[src/rtl/cycle_sequencer.sv]
// Four-phase instruction-cycle sequencer: Q1..Q4 strobes, IR/PC control, bubble and halt handling.
// Latency: strobes are decoded combinationally from the phase register; requests act at the end of Q3/Q4.
// Backpressure: halt freezes the core at an instruction-cycle boundary; resumes at Q1 with state kept.
module cycle_sequencer #(
    parameter int STARTUP_CYCLES = 2,
    parameter int CNT_WIDTH      = 16
) (
    input  logic                 clk,
    input  logic                 rst_n,
    input  logic                 halt,
    input  logic                 branch_req,
    input  logic                 skip_req,
    output logic                 clk1,
    output logic                 clk2,
    output logic                 clk3,
    output logic                 clk4,
    output logic                 ir_load,
    output logic                 pc_inc,
    output logic                 pc_load,
    output logic                 exec_valid,
    output logic                 nop_sel,
    output logic                 write_en,
    output logic [CNT_WIDTH-1:0] retired
);

    localparam int STARTUP_CLKS = STARTUP_CYCLES * 4;
    localparam int SU_W = ($clog2(STARTUP_CLKS + 1) < 1) ? 1 : $clog2(STARTUP_CLKS + 1);

    typedef enum logic [1:0] {
        ST_STARTUP = 2'd0,
        ST_RUN     = 2'd1,
        ST_HALT    = 2'd2
    } state_t;

    state_t          state;
    state_t          state_nxt;
    logic [1:0]      phase;
    logic [SU_W-1:0] su_cnt;
    logic            bubble;
    logic            br_pend;
    logic            sk_pend;

    logic startup_done;
    logic end_q3;
    logic end_q4;

    assign startup_done = (su_cnt == SU_W'(STARTUP_CLKS - 1));
    assign end_q3       = (state == ST_RUN) && (phase == 2'd2);
    assign end_q4       = (state == ST_RUN) && (phase == 2'd3);

    always_ff @(posedge clk or negedge rst_n) begin
        if (!rst_n) begin
            state <= ST_STARTUP;
        end else begin
            state <= state_nxt;
        end
    end

    always_comb begin
        state_nxt = state;
        case (state)
            ST_STARTUP: if (startup_done)   state_nxt = ST_RUN;
            ST_RUN:     if (end_q4 && halt) state_nxt = ST_HALT;
            ST_HALT:    if (!halt)          state_nxt = ST_RUN;
            default:                        state_nxt = ST_STARTUP;
        endcase
    end

    // Phase wraps to Q1 when leaving RUN, so a resume from HALT always starts a fresh cycle.
    always_ff @(posedge clk or negedge rst_n) begin
        if (!rst_n) begin
            phase  <= 2'd0;
            su_cnt <= '0;
        end else begin
            phase  <= (state == ST_RUN) ? phase + 2'd1 : 2'd0;
            su_cnt <= (state == ST_STARTUP) ? su_cnt + SU_W'(1) : su_cnt;
        end
    end

    // Requests only count when the executing word is real; the bubble decision lands at the Q4->Q1 edge.
    always_ff @(posedge clk or negedge rst_n) begin
        if (!rst_n) begin
            bubble  <= 1'b1;
            br_pend <= 1'b0;
            sk_pend <= 1'b0;
            retired <= '0;
        end else begin
            if (end_q3 && !bubble) begin
                br_pend <= branch_req;
                sk_pend <= skip_req;
            end else if (end_q4) begin
                br_pend <= 1'b0;
                sk_pend <= 1'b0;
            end
            if (end_q4) begin
                bubble <= br_pend | sk_pend;
                if (!bubble) begin
                    retired <= retired + CNT_WIDTH'(1);
                end
            end
        end
    end

    always_comb begin
        clk1       = (state == ST_RUN) && (phase == 2'd0);
        clk2       = (state == ST_RUN) && (phase == 2'd1);
        clk3       = (state == ST_RUN) && (phase == 2'd2);
        clk4       = (state == ST_RUN) && (phase == 2'd3);
        ir_load    = clk4;
        pc_inc     = clk2;
        pc_load    = clk4 && br_pend;
        exec_valid = !bubble;
        nop_sel    = bubble;
        write_en   = clk3 && !bubble;
    end

endmodule
[config.mk]
export PLATFORM = sky130hd
export DESIGN_NAME = cycle_sequencer
export DESIGN_NICKNAME = d
export VERILOG_FILES = /design/src/rtl/cycle_sequencer.sv
export SDC_FILE = /design/constraint.sdc
export NUM_CORES = 1
export LEC_CHECK = 0
export ABC_CLOCK_PERIOD_IN_PS = 2900
export CAP_MARGIN = 20
export CORE_ASPECT_RATIO = 0.9
export CORE_MARGIN = 2
export CORE_UTILIZATION = 52
export DETAILED_ROUTE_END_ITERATION = 16
export MAX_ROUTING_LAYER = met4
export PLACE_DENSITY = 0.8
export RECOVER_POWER = 100
export SETUP_SLACK_MARGIN = 0.1
export SLEW_MARGIN = 25
export SYNTH_ARGS = -nofsm -noshare
export SYNTH_HDL_FRONTEND = slang
export SYNTH_SLANG_ARGS = --single-unit
[constraint.sdc]
create_clock -name clk -period 2.9 [get_ports clk]
set_input_delay 0.29 -clock clk [delete_from_list [all_inputs] [get_ports clk]]
set_output_delay 0.29 -clock clk [all_outputs]
set_load 0.03 [all_outputs]
* After elaboration in Yosys (flattened, before gate mapping)
Index checks and enable logic that the tools add are counted.
W data, S select, Z words.
** Operators by class
- Add/subtract/negate cells :: 3
- Multipliers :: 0
- Div/mod/pow operators :: 0
- Magnitude comparators :: 0
- Equal/unequal tests :: 9
- Shifts and indexed selects :: 0
- Multiplexer cells :: 8
- Bitwise operators :: 2
- Reductions and logical operators :: 13
** Operators by type and width (count)
- $add A16 B1 Y16 const B :: 1
- $mux W2 :: 4
- $logic_and A1 B1 Y1 :: 7
- $eq A2 B2 Y1 const B :: 3
- $pmux W2 S3 :: 1
- $add A4 B1 Y4 const B :: 1
- $eq A2 B1 Y1 const B :: 2
- $eq A4 B3 Y1 const B :: 1
- $logic_not A2 Y1 :: 2
- $ne A2 B2 Y1 const B :: 2
- $mux W1 :: 3
- $reduce_and A3 Y1 :: 1
- $add A2 B1 Y2 const B :: 1
- $ne A2 B1 Y1 const B :: 1
- $reduce_and A2 Y1 :: 1
- $reduce_bool A2 Y1 :: 1
- $logic_not A1 Y1 :: 1
- $not A1 Y1 :: 1
- $or A1 B1 Y1 :: 1
** Storage, ports and cells
- Flip-flop bits (word level) :: 27
- Bits in latches :: 0
- RAM bits :: 0
- Memory bits (read-only) :: 0
- Input port bits :: 5
- Logic and storage cells :: 42
- Memories kept :: 0

* Logic depth before layout (Yosys ltp)
Gate-level depths: netlist (run 1).
- Depth after elaboration :: 5
- Depth in mapped cells :: 5
- Gate-level depth less buffers :: 5

* Worst setup path after synthesis (run 1)
Ideal clock, no wire load.
- Kind :: reg-to-output
- From :: register state[0]
- To :: output port pc_inc
- Arrival :: 1.286 ns
- Data required time :: 2.610 ns
- Slack :: 1.324 ns
- Cell stages (with the launch flop) :: 4
- Path buffers :: 1
- Cell sequence :: dfrtp_1 nor2b_1 and2_1 buf_4
** On the way
- Word-level cells in the longest chain between the ends :: 2
** RTL lines
- start, declared :: RTL line 35 : state_t state;
- start signal, assigned :: RTL line 55 : state <= state_nxt;
- $eq A2 B1 Y1 :: RTL line 106 : clk2 = (state == ST_RUN) && (phase == 2'd1);
- $logic_and A1 B1 Y1 :: RTL line 106
- end, declared :: RTL line 18 : output logic pc_inc,
Every way passes these cells.

* Final worst setup path (run 1)
- From :: register state[0]
- To :: output port write_en
** On the way
- Word-level cells in the longest chain between the ends :: 3
** RTL lines
- $eq A2 B1 Y1 :: RTL line 107 : clk3 = (state == ST_RUN) && (phase == 2'd2);
- $logic_and A1 B1 Y1 :: RTL line 107
- $logic_and A1 B1 Y1 :: RTL line 114 : write_en = clk3 && !bubble;
- end, declared :: RTL line 22 : output logic write_en,
Every way passes these cells.

==> reports/results.txt, run 1 <==
Status: complete, no violations
Nets@finish: 155
Post-CTS sizing: 0
Synth Instances: 110
Worst vdd ir: 0.0006657 V
Post-synthesis cell area: 0.001294 mm²
Global Route Usage Sum: 19.16%
Syn avg cell area: 11.76 µm²
Synth Register Bits: 27
Beginning of the worst hold path: retired[15]$_DFFE_PN0P_
RSZ-0062 raised after global routing: false
Commonest non-fill, non-tap cell in the layout: dlygate4sd3_1
Maximum capacitance violations: 0
I/O Pins: 31
Starting Density: 53.83%
Vias in the first global route: 907
# Post-CTS Setup Buffers: 0
WL final: 2.342 mm
CTS clk-pin slew, worst paths: 0.14 ns
Initial DRC Count: 13
Vias/cell: 5.263
Average wire per standard cell: 13.70 µm
Max Freq: 0.4033 GHz
Leading cell types in the layout, fill and taps excluded: 27 x dlygate4sd3_1, 26 x dfrtp_1, 14 x xnor2_1, 7 x nand3_1, 7 x nand2_1
Layout area overhead: 25.24%
Hold depth: 1
Worst Path Max Fanout: 8
Layout cell share with drive strength beyond 1: 4.895%
Fin Setup TNS: 0 ns
DRC: 0
WP data arrival: 2.19 ns
Worst-Skew Late Latency: 0.33 ns
Pre-CTS setup slack: 0.8512 ns
Vias post-DR: 900
Area of the die: 0.002903 mm²
Placed inst area: 0.001622 mm²
Final Slew Violations: 0
Seq/Total Area, Yosys: 52.32%
R2R setup slack: 0.97 ns
CP required: 2.61 ns
DIE WIDTH: 56.58 µm
Startpoint types: flop
WP buf/inv: 1
First-pass GRT wire length: 4.126 mm
CTS tree: done
Crit end category: output pin
CP Cell Sequence: nor2b_1, and2_1, dlygate4sd3_1
Number of antenna violations at the first check in global routing: 0
Delay of the slowest cell on the worst path: 0.75 ns
Post-Route Skew: 0.007276 ns
LEAKAGE: 0.8222 nW
TritonCTS buffer count: 3
Synthesized net count: 121
Worst r2r src: phase[0]$_DFF_PN0_
Post-synthesis cell type count: 29
Bufs on Longest Clock Path: 2
RD Place Congestion: 0.7288
Worst slew pin tran: 1.439 ns
Minimum clock period: 2.479 ns
Hold WS: 0.4833 ns
CP max-delay cell: dlygate4sd3_1
Tightest Hold Check Type: reg2reg
WHS Endpoint: retired[15]$_DFFE_PN0P_
Critical path type: reg2out
Row Count: 17
Global route overflow: 0
Final worst path period share: 85.50%
Largest net degree at the start of global routing: 28
Fin. Hold Viols: 0
Setup Viol. Count Final: 0
Root Driver: clkbuf_4
PortBufs: 30
Pwr per Cell Area: 767.8 mW/mm²
Family with the most delay on the worst path: buffers and inverters
H-tree depth: 1
Clk sinks: 27
Detailed-placement wirelength estimate: 1.780 mm
Slew headroom: 4.060%
Core footprint: 0.002404 mm²
Hold buffers post-CTS: 0
Min setup slack post-route: 0.4206 ns
Drt pass-1 iters: 4
ANT nets after route: 0
Antenna cells: 0
R2r endpoint: retired[13]$_DFFE_PN0P_
Design area: 0.001620 mm²
Yosys warning count: 0
R2R cell count: 5
Die Ht: 51.32 µm
cell usage after synthesis:
cell	instances	area (µm²)
a21boi_0	1	7.510
a21oi_1	2	10.01
a22o_1	2	17.52
and2_1	6	37.54
and3_1	3	18.77
and4_1	1	8.760
buf_4	2	15.01
dfrtp_1	26	650.6
dfstp_2	1	26.28
ha_1	6	75.07
inv_1	5	18.77
mux2_2	2	22.52
nand2_1	7	26.28
nand2b_1	1	6.260
nand3_1	7	35.03
nand3b_1	2	15.01
nand4_1	5	31.28
nand4b_1	1	8.760
nand4b_4	1	23.77
nor2_1	2	7.510
nor2_2	1	6.260
nor2b_1	2	12.51
nor3_1	1	5.000
nor4_1	1	6.260
nor4_2	1	12.51
nor4_4	1	21.27
o21ai_0	2	10.01
xnor2_1	14	122.6
xor2_1	4	35.03
layout make-up:
type | instances | area, µm²
inverter | 5 | 18.77
tap | 28 | 35.03
fill | 200 | 783.3
timing repair buffer | 31 | 304.0
sequential | 27 | 676.9
multi-input combinational | 76 | 559.3
clock buffer | 4 | 26.28
state kept, by name, indices dropped and copies added, names as in the netlist:
register / count
state: 2
sk_pend: 1
retired: 16
su_cnt: 4
phase: 2
br_pend: 1
nop_sel: 1
worst max-delay path by stage:
stage,start,to,slack (ns),cells past startpoint
2_1_floorplan,state[0]$_DFFE_PN0P_,pc_inc,1.32,3
3_3_place_gp,state[0]$_DFFE_PN0P_,write_en,0.94,3
3_5_place_dp,state[0]$_DFFE_PN0P_,write_en,0.85,3
4_1_cts,state[0]$_DFFE_PN0P_,write_en,0.47,3
5_1_grt,state[0]$_DFFE_PN0P_,write_en,0.26,3
6_report,state[0]$_DFFE_PN0P_,write_en,0.42,3
worst reg2reg max path: cells and delay by family, from the launching register on:
family / cells / cell delay [ns]
AND/OR/NAND/NOR: 3 / 0.99
flip-flops: 1 / 0.41
XOR/XNOR: 1 / 0.17
adder cells (fa/ha/maj): 1 / 0.26
stage by stage:
stage               cells  total power [mW]  util (%)
floorplan             110            0.9281         -
global placement      167             1.102     67.46
detailed placement    167             1.128     67.46
CTS                   171             1.291     68.56
global route          171             1.335     67.41
finish                171             1.244     67.41
power breakdown:
group          switching (mW)  internal (mW)
combinational           0.289          0.217
sequential              0.102          0.471
clock                   0.111         0.0540
total                   0.502          0.742
cell families (layout without fill, tap and decap cells):
logic type	Yosys count	in the layout	synth area share [%]
AND/OR/NAND/NOR	43	43	21.86
flip-flops	27	27	52.32
XOR/XNOR	18	18	12.19
AO/OA/AOI/OAI	7	7	3.482
buffers and inverters	7	40	2.611
adder cells (fa/ha/maj)	6	6	5.803
multiplexers	2	2	1.741
routing by layer:
layer	routed length [µm]	share of wire, %	vias to the layer above	GRT usage (%)
li1	-	-	446	-
met1	1136	49	434	23.76
met2	1092	47	16	31.40
met3	88	3.8	4	5.316
met4	25	1.1	0	4.762
met5	0	0	-	-
No activity file was read; power rests on OpenSTA's default activity.
==> inputs of run 2 (changes only) <==
--- a/config.mk
+++ b/config.mk
@@ -10,6 +10,7 @@
 export CORE_ASPECT_RATIO = 0.9
 export CORE_MARGIN = 2
 export CORE_UTILIZATION = 52
+export CTS_CLUSTER_SIZE = 20
 export DETAILED_ROUTE_END_ITERATION = 16
 export MAX_ROUTING_LAYER = met4
 export PLACE_DENSITY = 0.8
==> results of run 2 <==
Same layout as run 1: the final DEF is identical, and so are final timing and power.
